File: src/rtl/elevator_pkg.sv
// Shared types and constants for the elevator request path and motor controller.
// Latency: none (declarations only).
// Backpressure: none (declarations only).
package elevator_pkg;

   localparam int NUM_FLOORS = 4;

   typedef logic [1:0] floor_t;

   // ST_ prefix keeps the state names clear of the DWELL parameter on the latch
   typedef enum logic [1:0] {
      ST_IDLE  = 2'd0,
      ST_DWELL = 2'd1,
      ST_HOLD  = 2'd2,
      ST_CLEAR = 2'd3
   } dwell_state_t;

   // No up-call exists at the top floor, no down-call at the bottom floor
   localparam logic [NUM_FLOORS-1:0] HALL_UP_MASK = 4'b0111;
   localparam logic [NUM_FLOORS-1:0] HALL_DN_MASK = 4'b1110;

   // One-hot request mask selecting a single floor
   function automatic logic [NUM_FLOORS-1:0] floor_mask(input floor_t f);
      floor_mask = 4'b0001 << f;
   endfunction

endpackage

File: src/rtl/btn_sync_edge.sv
// Per-bit 2-flop synchronizer plus history flop; emits a one-cycle pulse per rising edge.
// Latency: raw sampled high at edge N gives a pulse in the cycle after edge N+1.
// Backpressure: none; a held input yields a single pulse.
module btn_sync_edge #(
   parameter int WIDTH = 12
) (
   input  logic             clk,
   input  logic             i_rst_n,
   input  logic [WIDTH-1:0] i_raw,
   output logic [WIDTH-1:0] o_rise
);

   logic [WIDTH-1:0] r_meta;
   logic [WIDTH-1:0] r_sync;
   logic [WIDTH-1:0] r_hist;

   // Two synchronizer stages, then one history stage for edge detection
   always_ff @(posedge clk or negedge i_rst_n) begin
      if (!i_rst_n) begin
         r_meta <= '0;
         r_sync <= '0;
         r_hist <= '0;
      end else begin
         r_meta <= i_raw;
         r_sync <= r_meta;
         r_hist <= r_sync;
      end
   end

   assign o_rise = r_sync & ~r_hist;

endmodule

File: src/rtl/elevator_call_latch.sv
// Latches hall/cab button presses and clears a floor's calls after a full stopped dwell.
// Latency: press sampled at edge N -> request after edge N+2; clear DWELL+1 edges after stop.
// Backpressure: none; a press coinciding with a clear of the same bit keeps it pending.
module elevator_call_latch #(
   parameter int DWELL = 8
) (
   input  logic       clk,
   input  logic       reset,
   input  logic [3:0] hall_up_raw,
   input  logic [3:0] hall_dn_raw,
   input  logic [3:0] cab_raw,
   input  logic [3:0] sensor,
   input  logic       stopped,
   output logic [3:0] req_up,
   output logic [3:0] req_dn,
   output logic [3:0] req_cab,
   output logic       pending,
   output logic       door_hold,
   output logic       sensor_fault
);
   import elevator_pkg::*;

   localparam int            CW      = $clog2(DWELL + 1);
   localparam logic [CW-1:0] CNT_MAX = CW'(DWELL);
   localparam logic [CW-1:0] CNT_ONE = CW'(1);

   logic [11:0]           w_rise;
   logic [NUM_FLOORS-1:0] w_set_up;
   logic [NUM_FLOORS-1:0] w_set_dn;
   logic [NUM_FLOORS-1:0] w_set_cab;
   logic [NUM_FLOORS-1:0] w_clr;

   logic [NUM_FLOORS-1:0] r_req_up;
   logic [NUM_FLOORS-1:0] r_req_dn;
   logic [NUM_FLOORS-1:0] r_req_cab;

   floor_t                r_cur_floor;
   logic                  r_floor_valid;
   logic                  r_sensor_fault;

   dwell_state_t          r_state;
   dwell_state_t          w_state_nx;
   logic [CW-1:0]         r_cnt;
   logic [CW-1:0]         w_cnt_nx;
   floor_t                r_dwell_floor;
   floor_t                w_dwell_floor_nx;
   logic                  w_stop_valid;
   logic                  w_here;
   logic                  w_clear;

   btn_sync_edge #(
      .WIDTH (12)
   ) u_sync (
      .clk     (clk),
      .i_rst_n (reset),
      .i_raw   ({cab_raw, hall_dn_raw, hall_up_raw}),
      .o_rise  (w_rise)
   );

   assign w_set_up  = w_rise[3:0] & HALL_UP_MASK;
   assign w_set_dn  = w_rise[7:4] & HALL_DN_MASK;
   assign w_set_cab = w_rise[11:8];

   // Register the floor position; zero sensors keeps the last floor, several flag a fault
   always_ff @(posedge clk or negedge reset) begin
      if (!reset) begin
         r_cur_floor    <= '0;
         r_floor_valid  <= 1'b0;
         r_sensor_fault <= 1'b0;
      end else begin
         case (sensor)
            4'b0001: begin r_cur_floor <= 2'd0; r_floor_valid <= 1'b1; r_sensor_fault <= 1'b0; end
            4'b0010: begin r_cur_floor <= 2'd1; r_floor_valid <= 1'b1; r_sensor_fault <= 1'b0; end
            4'b0100: begin r_cur_floor <= 2'd2; r_floor_valid <= 1'b1; r_sensor_fault <= 1'b0; end
            4'b1000: begin r_cur_floor <= 2'd3; r_floor_valid <= 1'b1; r_sensor_fault <= 1'b0; end
            default: begin
               r_floor_valid  <= 1'b0;
               r_sensor_fault <= (sensor != 4'b0000);
            end
         endcase
      end
   end

   assign w_stop_valid = stopped & r_floor_valid;
   assign w_here       = w_stop_valid & (r_cur_floor == r_dwell_floor);

   // Dwell FSM state, counter and captured floor
   always_ff @(posedge clk or negedge reset) begin
      if (!reset) begin
         r_state       <= ST_IDLE;
         r_cnt         <= '0;
         r_dwell_floor <= '0;
      end else begin
         r_state       <= w_state_nx;
         r_cnt         <= w_cnt_nx;
         r_dwell_floor <= w_dwell_floor_nx;
      end
   end

   // Next-state: count stopped cycles at one floor, clear once, then hold until the car leaves
   always_comb begin
      w_state_nx       = r_state;
      w_cnt_nx         = r_cnt;
      w_dwell_floor_nx = r_dwell_floor;
      w_clear          = 1'b0;
      case (r_state)
         ST_IDLE: begin
            if (w_stop_valid) begin
               w_state_nx       = ST_DWELL;
               w_cnt_nx         = CNT_ONE;
               w_dwell_floor_nx = r_cur_floor;
            end
         end
         ST_DWELL: begin
            if (!w_here) begin
               w_state_nx = ST_IDLE;
               w_cnt_nx   = '0;
            end else if (r_cnt == CNT_MAX) begin
               w_state_nx = ST_CLEAR;
            end else begin
               w_cnt_nx = r_cnt + CNT_ONE;
            end
         end
         ST_CLEAR: begin
            w_clear = 1'b1;
            if (w_here) begin
               w_state_nx = ST_HOLD;
            end else begin
               w_state_nx = ST_IDLE;
               w_cnt_nx   = '0;
            end
         end
         ST_HOLD: begin
            if (!w_here) begin
               w_state_nx = ST_IDLE;
               w_cnt_nx   = '0;
            end
         end
         default: begin
            w_state_nx = ST_IDLE;
            w_cnt_nx   = '0;
         end
      endcase
   end

   assign w_clr = w_clear ? floor_mask(r_dwell_floor) : '0;

   // Request latches: clear the serviced floor, but a same-cycle press wins
   always_ff @(posedge clk or negedge reset) begin
      if (!reset) begin
         r_req_up  <= '0;
         r_req_dn  <= '0;
         r_req_cab <= '0;
      end else begin
         r_req_up  <= (r_req_up  & ~w_clr) | w_set_up;
         r_req_dn  <= (r_req_dn  & ~w_clr) | w_set_dn;
         r_req_cab <= (r_req_cab & ~w_clr) | w_set_cab;
      end
   end

   assign req_up       = r_req_up;
   assign req_dn       = r_req_dn;
   assign req_cab      = r_req_cab;
   assign pending      = |{r_req_up, r_req_dn, r_req_cab};
   assign door_hold    = (r_state == ST_DWELL) || (r_state == ST_CLEAR);
   assign sensor_fault = r_sensor_fault;

endmodule

File: config.mk
export PLATFORM = sky130hd
export DESIGN_NAME = elevator_call_latch
export DESIGN_NICKNAME = d
export VERILOG_FILES = /design/src/rtl/elevator_pkg.sv /design/src/rtl/btn_sync_edge.sv /design/src/rtl/elevator_call_latch.sv
export SDC_FILE = /design/constraint.sdc
export NUM_CORES = 1
export LEC_CHECK = 0
export CAP_MARGIN = 20
export CORE_MARGIN = 2
export CORE_UTILIZATION = 45
export CTS_BUF_LIST = sky130_fd_sc_hd__clkbuf_4
export DETAILED_ROUTE_END_ITERATION = 12
export PLACE_DENSITY = 0.7
export RECOVER_POWER = 50
export SLEW_MARGIN = 10
export SYNTH_ARGS = -nofsm -noshare
export SYNTH_HDL_FRONTEND = slang
export SYNTH_SLANG_ARGS = --single-unit
File: constraint.sdc
create_clock -name clk -period 5.4 [get_ports clk]
set_input_delay 1.08 -clock clk [delete_from_list [all_inputs] [get_ports clk]]
set_output_delay 1.08 -clock clk [all_outputs]
set_load 0.02 [all_outputs]
==> flow_metrics.env, run 1 <==
export IMPL_status="complete, but fails checks"
export IMPL_violations="max-capacitance violations, max-slew violations"
export IMPL_gr_usage_all_layers_pct=14.68
export IMPL_synth_seq_cells=54
export IMPL_viasPerCell=5.143
export IMPL_path_clk_slew_ns=0.15
export IMPL_cts_root_buf="clkbuf_4"
export IMPL_ys_async_sr_fraction_pct=100.0
export IMPL_clock_sinks=54
export IMPL_post_route_cells_drive_above_1_share_pct=9.091
export IMPL_place_area_um2=2315
export IMPL_area_growth_pct=21.34
export IMPL_grt_pass1_vias=1285
export IMPL_cp_depth=2
export IMPL_grt_max_degree=55
export IMPL_synth_edf_count=0
export IMPL_leakagePower_nw=1.071
export IMPL_cp_slowest_cell="clkbuf_1"
export IMPL_cts_hold_buf=0
export IMPL_routedWlPerCell_um=13.39
export IMPL_final_cells=237
export IMPL_cts_setup_buffers=0
export IMPL_cts_tree="yes"
export IMPL_reg2reg_depth=6
export IMPL_num_rows=23
export IMPL_min_path_cells=0
export IMPL_rrSetupSlack_ns=3.49
export IMPL_fmax_ghz=0.3161
export IMPL_cts_buffers=5
export IMPL_min_from="u_sync.r_meta[9]$_DFF_PN0_"
export IMPL_final_nets=207
export IMPL_antenna_found_initial=0
export IMPL_n_antenna_cell=0
export IMPL_setup_viol=0
export IMPL_crit_fanout=54
export IMPL_die_h_um=69.97
export IMPL_cpLargestDelayFamily="buffers and inverters"
export IMPL_critPathBufInv=2
export IMPL_maxSlewHeadroom_pct=-81.11
export IMPL_wl_um=3173
export IMPL_grt_pass1_wl_um=5630
export IMPL_crit_path_end_kind="async pin"
export IMPL_insertion_delay_ns=0.37
export IMPL_synth_flop_cell="dfrtp_1"
export IMPL_numPlacedInstances=229
export IMPL_post_place_ws_ns=2.666
export IMPL_synthCells=151
export IMPL_power_uw=705.5
export IMPL_dieArea_um2=4895
export IMPL_synth_avg_cell_area_um2=12.97
export IMPL_io_pins=34
export IMPL_htree_levels=2
export IMPL_drt_iter0_drc=27
export IMPL_drv_cap=1
export IMPL_ys_seq_area_share_pct=69.01
export IMPL_setup_ws_ns=2.237
export IMPL_drv_slew=55
export IMPL_drc_errors=0
export IMPL_num_vias=1219
export IMPL_coreArea_um2=4086
export IMPL_hold_end="u_sync.r_sync[9]$_DFF_PN0_"
export IMPL_rsz0062_at_grt="false"
export IMPL_initial_core_util_pct=47.92
export IMPL_fp_dieW_um=69.97
export IMPL_grt_overflow=0
export IMPL_timing_rr_start="r_cnt[0]$_DFFE_PN0P_"
export IMPL_stdcell_area_um2=2376
export IMPL_cp_data_arrival_time_ns=3.09
export IMPL_cts_resized=0
export IMPL_path_cells="buf_2 > clkbuf_1"
export IMPL_power_density_nw_per_um2=296.9
export IMPL_clock_skew_ns=0.009882
export IMPL_clockBufferDepth=2
export IMPL_dr_pass1_iters=4
export IMPL_globalplace_congestion=0.7737
export IMPL_hpwl_um=2324
export IMPL_synth_area_um2=1958
export IMPL_irDropWorstVdd_mv=0.1862
export IMPL_max_stage_delay_ns=1.92
export IMPL_io_buffer_count=31
export IMPL_tns_ns=0
export IMPL_required_ns=5.33
export IMPL_fin_crit_sh_pct=58.58
export IMPL_ant_nets=0
export IMPL_ys_types=34
export IMPL_min_path_type="register to register"
export IMPL_tightest_slew_ns=2.717
export IMPL_ys_warnings_count=0
export IMPL_post_route_min_period_ns=3.163
export IMPL_synth_nets=172
export IMPL_path_class="input pin to async pin"
export IMPL_finalHoldViolations=0
export IMPL_timing_rr_end="r_cnt[0]$_DFFE_PN0P_"
export IMPL_crit_path_start_kind="input pin"
## power breakdown
group	leakage, nW	internal, mW	switching [mW]
clock	0.0337	0.0559	0.131
sequential	0.618	0.426	0.0216
combinational	0.419	0.0336	0.0366
## Yosys cell counts, types with 3 or more instances
library cell | instances | area share, %
nor3_1 | 3 | 0.77
nand4b_1 | 3 | 1.3
nand2_1 | 13 | 2.5
nand2b_1 | 3 | 0.96
nand3_1 | 3 | 0.77
inv_1 | 14 | 2.7
dfrtp_1 | 54 | 69
o21ai_0 | 17 | 4.3
nor4_1 | 4 | 1.3
nor2_1 | 3 | 0.58
clkbuf_1 | 3 | 0.58
a21oi_1 | 3 | 0.77
## how the worst max path moves through the flow
stage	start	to
2_1_floorplan	stopped	r_cnt[0]$_DFFE_PN0P_
3_3_place_gp	stopped	r_cnt[0]$_DFFE_PN0P_
3_5_place_dp	stopped	r_cnt[3]$_DFFE_PN0P_
4_1_cts	req_cab[2]$_DFF_PN0_	pending
5_1_grt	reset	req_cab[2]$_DFF_PN0_
6_report	reset	u_sync.r_sync[10]$_DFF_PN0_
## placed cells by master (no fill, tap or decap), drive strengths merged, types with 2 or more instances in the layout
cell,n
dfrtp,54
clkdlybuf4s50,20
o21ai,17
inv,16
nand2,13
dlygate4sd3,10
clkbuf,6
nor4,4
nand4b,3
nand3,3
nor3,3
nor2,3
nand2b,3
a21oi,3
xor2,3
mux2,3
or4,2
and2,2
and3,2
ha,2
## cell type report
cell class              instances  area [um^2]
fillers                       342         1710
clock inverters                 3        27.53
multi-input cells              79        535.5
well taps                      50        62.56
clock buffers                   5        37.54
repair buffers                 32        309.0
inverters                      14        52.55
flip-flops and latches         54         1351
## logic make-up (layout without fill, tap and decap cells)
group | Yosys count | after routing | synth area share, %
and+or+nand+nor | 43 | 43 | 12.14
muxes | 3 | 3 | 1.917
AOI/OAI and AO/OA | 27 | 27 | 9.393
xor gates and xnor gates | 3 | 3 | 2.109
buffers and inverters | 18 | 54 | 3.642
DFF | 54 | 54 | 69.01
adders and majority gates | 3 | 3 | 1.789
## registers in the layout (all words and copies together) (netlist names), 2 cells and up
register and count:
u_sync.r_sync 10, req_up 4, r_cur_floor 2, r_state 2, r_cnt 4, u_sync.r_meta 10, req_dn 4, r_dwell_floor 2
req_cab 4, u_sync.r_hist 10
## metal layers
| metal | vias to the layer above | wire, um | GRT usage [%] |
|---|---|---|---|
| met5 | - | 0 | 0 |
| met4 | 0 | 21 | 5.769 |
| met3 | 2 | 131 | 4.762 |
| met2 | 31 | 1738 | 26.88 |
| met1 | 606 | 1282 | 15.50 |
| li1 | 580 | - | - |
## stage by stage
step	hold slack [ns]	util, %
after floorplan	0.3312	-
after global placement	0.3329	56.64
after detailed placement	0.3347	56.64
after CTS	0.3693	58.24
after global routing	0.3785	58.14
final	0.3666	58.14
No activity file was read; power rests on OpenSTA's default activity.
==> run 2: changes to the inputs <==
==> constraint.sdc (replaced) <==
create_clock -name clk -period 3 [get_ports clk]
set_input_delay 0.6 -clock clk [delete_from_list [all_inputs] [get_ports clk]]
set_output_delay 0.6 -clock clk [all_outputs]
set_load 0.02 [all_outputs]
==> flow_metrics.env, run 2 (synthesis gave the netlist of run 1 again) <==
export IMPL_clock_sinks=54
export IMPL_grt_pass1_wl_um=5520
export IMPL_wl_um=3091
export IMPL_rrSetupSlack_ns=1.11
export IMPL_setup_viol=0
export IMPL_cts_hold_buf=0
export IMPL_grt_max_degree=33
export IMPL_routedWlPerCell_um=13.04
export IMPL_ant_nets=0
export IMPL_tightest_slew_ns=1.208
export IMPL_io_buffer_count=31
export IMPL_cp_slowest_cell="clkdlybuf4s50_1"
export IMPL_maxSlewHeadroom_pct=19.47
export IMPL_num_rows=23
export IMPL_reg2reg_depth=6
export IMPL_grt_pass1_vias=1259
export IMPL_die_h_um=69.97
export IMPL_coreArea_um2=4086
export IMPL_drt_iter0_drc=50
export IMPL_cts_setup_buffers=0
export IMPL_hpwl_um=2285
export IMPL_clock_skew_ns=0.007987
export IMPL_rsz0062_at_grt="false"
export IMPL_path_clk_slew_ns=0.16
export IMPL_timing_rr_start="r_cnt[0]$_DFFE_PN0P_"
export IMPL_dr_pass1_iters=4
export IMPL_final_cell_mix="54 x dfrtp_1, 20 x clkdlybuf4s50_1, 17 x o21ai_0"
export IMPL_globalplace_congestion=0.7673
export IMPL_fp_dieW_um=69.97
export IMPL_fin_crit_sh_pct=86.91
export IMPL_post_route_min_period_ns=2.607
export IMPL_post_place_ws_ns=0.7648
export IMPL_post_route_cells_drive_above_1_share_pct=9.091
export IMPL_fill_cells=339
export IMPL_cts_tree="yes"
export IMPL_leakagePower_nw=1.071
export IMPL_io_pins=34
export IMPL_dieArea_um2=4895
export IMPL_power_density_nw_per_um2=533.8
export IMPL_fmax_ghz=0.3836
export IMPL_max_stage_delay_ns=0.57
export IMPL_num_vias=1227
export IMPL_viasPerCell=5.177
export IMPL_final_nets=207
export IMPL_irDropWorstVdd_mv=0.3448
export IMPL_cp_data_arrival_time_ns=2.01
export IMPL_n_antenna_cell=0
export IMPL_drv_slew=0
export IMPL_drc_errors=0
export IMPL_initial_core_util_pct=47.92
export IMPL_path_class="register to output port"
export IMPL_multi_input_area_um2=535.5
export IMPL_timing_rr_end="r_cnt[0]$_DFFE_PN0P_"
export IMPL_cts_resized=0
export IMPL_crit_fanout=3
export IMPL_crit_start="req_cab[2]$_DFF_PN0_"
export IMPL_drv_cap=0
export IMPL_worstSetupEndpoint="pending"
export IMPL_crit_path_start_kind="register"
export IMPL_min_path_cells=0
export IMPL_tns_ns=0
export IMPL_largest_registers="u_sync.r_hist (10), u_sync.r_meta (10), u_sync.r_sync (10)"
export IMPL_setup_ws_ns=0.3928
export IMPL_crit_path_end_kind="output port"
export IMPL_cts_buffers=5
export IMPL_htree_levels=2
export IMPL_grt_overflow=0
export IMPL_cts_root_buf="clkbuf_4"
export IMPL_min_path_type="register to register"
export IMPL_insertion_delay_ns=0.37
export IMPL_finalHoldViolations=0
export IMPL_gr_usage_all_layers_pct=14.37
export IMPL_final_common_cell="dfrtp_1"
export IMPL_seq_area_um2=1351
export IMPL_antenna_found_initial=0
export IMPL_status="finished, final reports clean"
export IMPL_area_growth_pct=21.34
export IMPL_required_ns=2.40
export IMPL_path_cells="nor4_1 > nand3_1 > clkdlybuf4s50_1"
export IMPL_clockBufferDepth=2
==> run 2: cell count changes in the layout (fill, tap and decap cells not counted), sizes merged <==
cell    previous run  this run
clkbuf             6         7
buf                1         0
==> run 2: worst min path at each step <==
stage | startpoint | end | slack (ns)
4_1_cts | reset | u_sync.r_hist[5]$_DFF_PN0_ | 0.18
3_5_place_dp | u_sync.r_meta[5]$_DFF_PN0_ | u_sync.r_sync[5]$_DFF_PN0_ | 0.34
2_1_floorplan | reset | r_cnt[0]$_DFFE_PN0P_ | 0.30
5_1_grt | u_sync.r_meta[10]$_DFF_PN0_ | u_sync.r_sync[10]$_DFF_PN0_ | 0.38
3_3_place_gp | u_sync.r_meta[7]$_DFF_PN0_ | u_sync.r_sync[7]$_DFF_PN0_ | 0.33
6_report | u_sync.r_meta[5]$_DFF_PN0_ | u_sync.r_sync[5]$_DFF_PN0_ | 0.37
==> run 2: power by group <==
part	switching (mW)	internal [mW]
sequential	0.0380	0.767
clock	0.235	0.101
combinational	0.0665	0.0606
total	0.340	0.928
==> run 2: per-layer routing <==
layer	routed length, um	global-route usage, %	vias up
li1	-	-	588
met1	1292	16.34	609
met2	1593	23.49	23
met3	129	4.618	7
met4	75	8.761	0
met5	0	0	-
==> run 2: final cells by class <==
class,instances,area share (%)
clock buffers,5,1.580
clock inverters,3,1.159
inverters,14,2.212
multi-input cells,79,22.54
flip-flops and latches,54,56.87
well taps,50,2.633
repair buffers,32,13.01
==> run 2: stage by stage <==
stage	hold slack, ns	utilization, %	area (um^2)	cells	power [mW]
2_1_floorplan	0.3044	-	1958	151	0.8913
3_3_place_gp	0.3331	56.64	2315	229	0.9401
3_5_place_dp	0.3365	56.64	2315	229	0.9519
4_1_cts	0.1790	58.24	2380	237	1.287
5_1_grt	0.3772	58.14	2376	237	1.339
6_report	0.3673	58.14	2376	237	1.268
==> run 2: critical path: cells and delay by family (launching register included) <==
kind | cells | cell delay [ns]
flip-flops | 1 | 0.43
buffers and inverters | 1 | 0.57
AND/OR/NAND/NOR | 2 | 0.64
==> run 3: changes to the inputs <==
--- a/config.mk
+++ b/config.mk
@@ -12,6 +12,7 @@
 export DETAILED_ROUTE_END_ITERATION = 12
 export PLACE_DENSITY = 0.7
 export RECOVER_POWER = 50
+export SETUP_SLACK_MARGIN = 0.4
 export SLEW_MARGIN = 10
 export SYNTH_ARGS = -nofsm -noshare
 export SYNTH_HDL_FRONTEND = slang
==> results of run 3 <==
No change in the layout: final DEF, timing and power equal those of run 2.
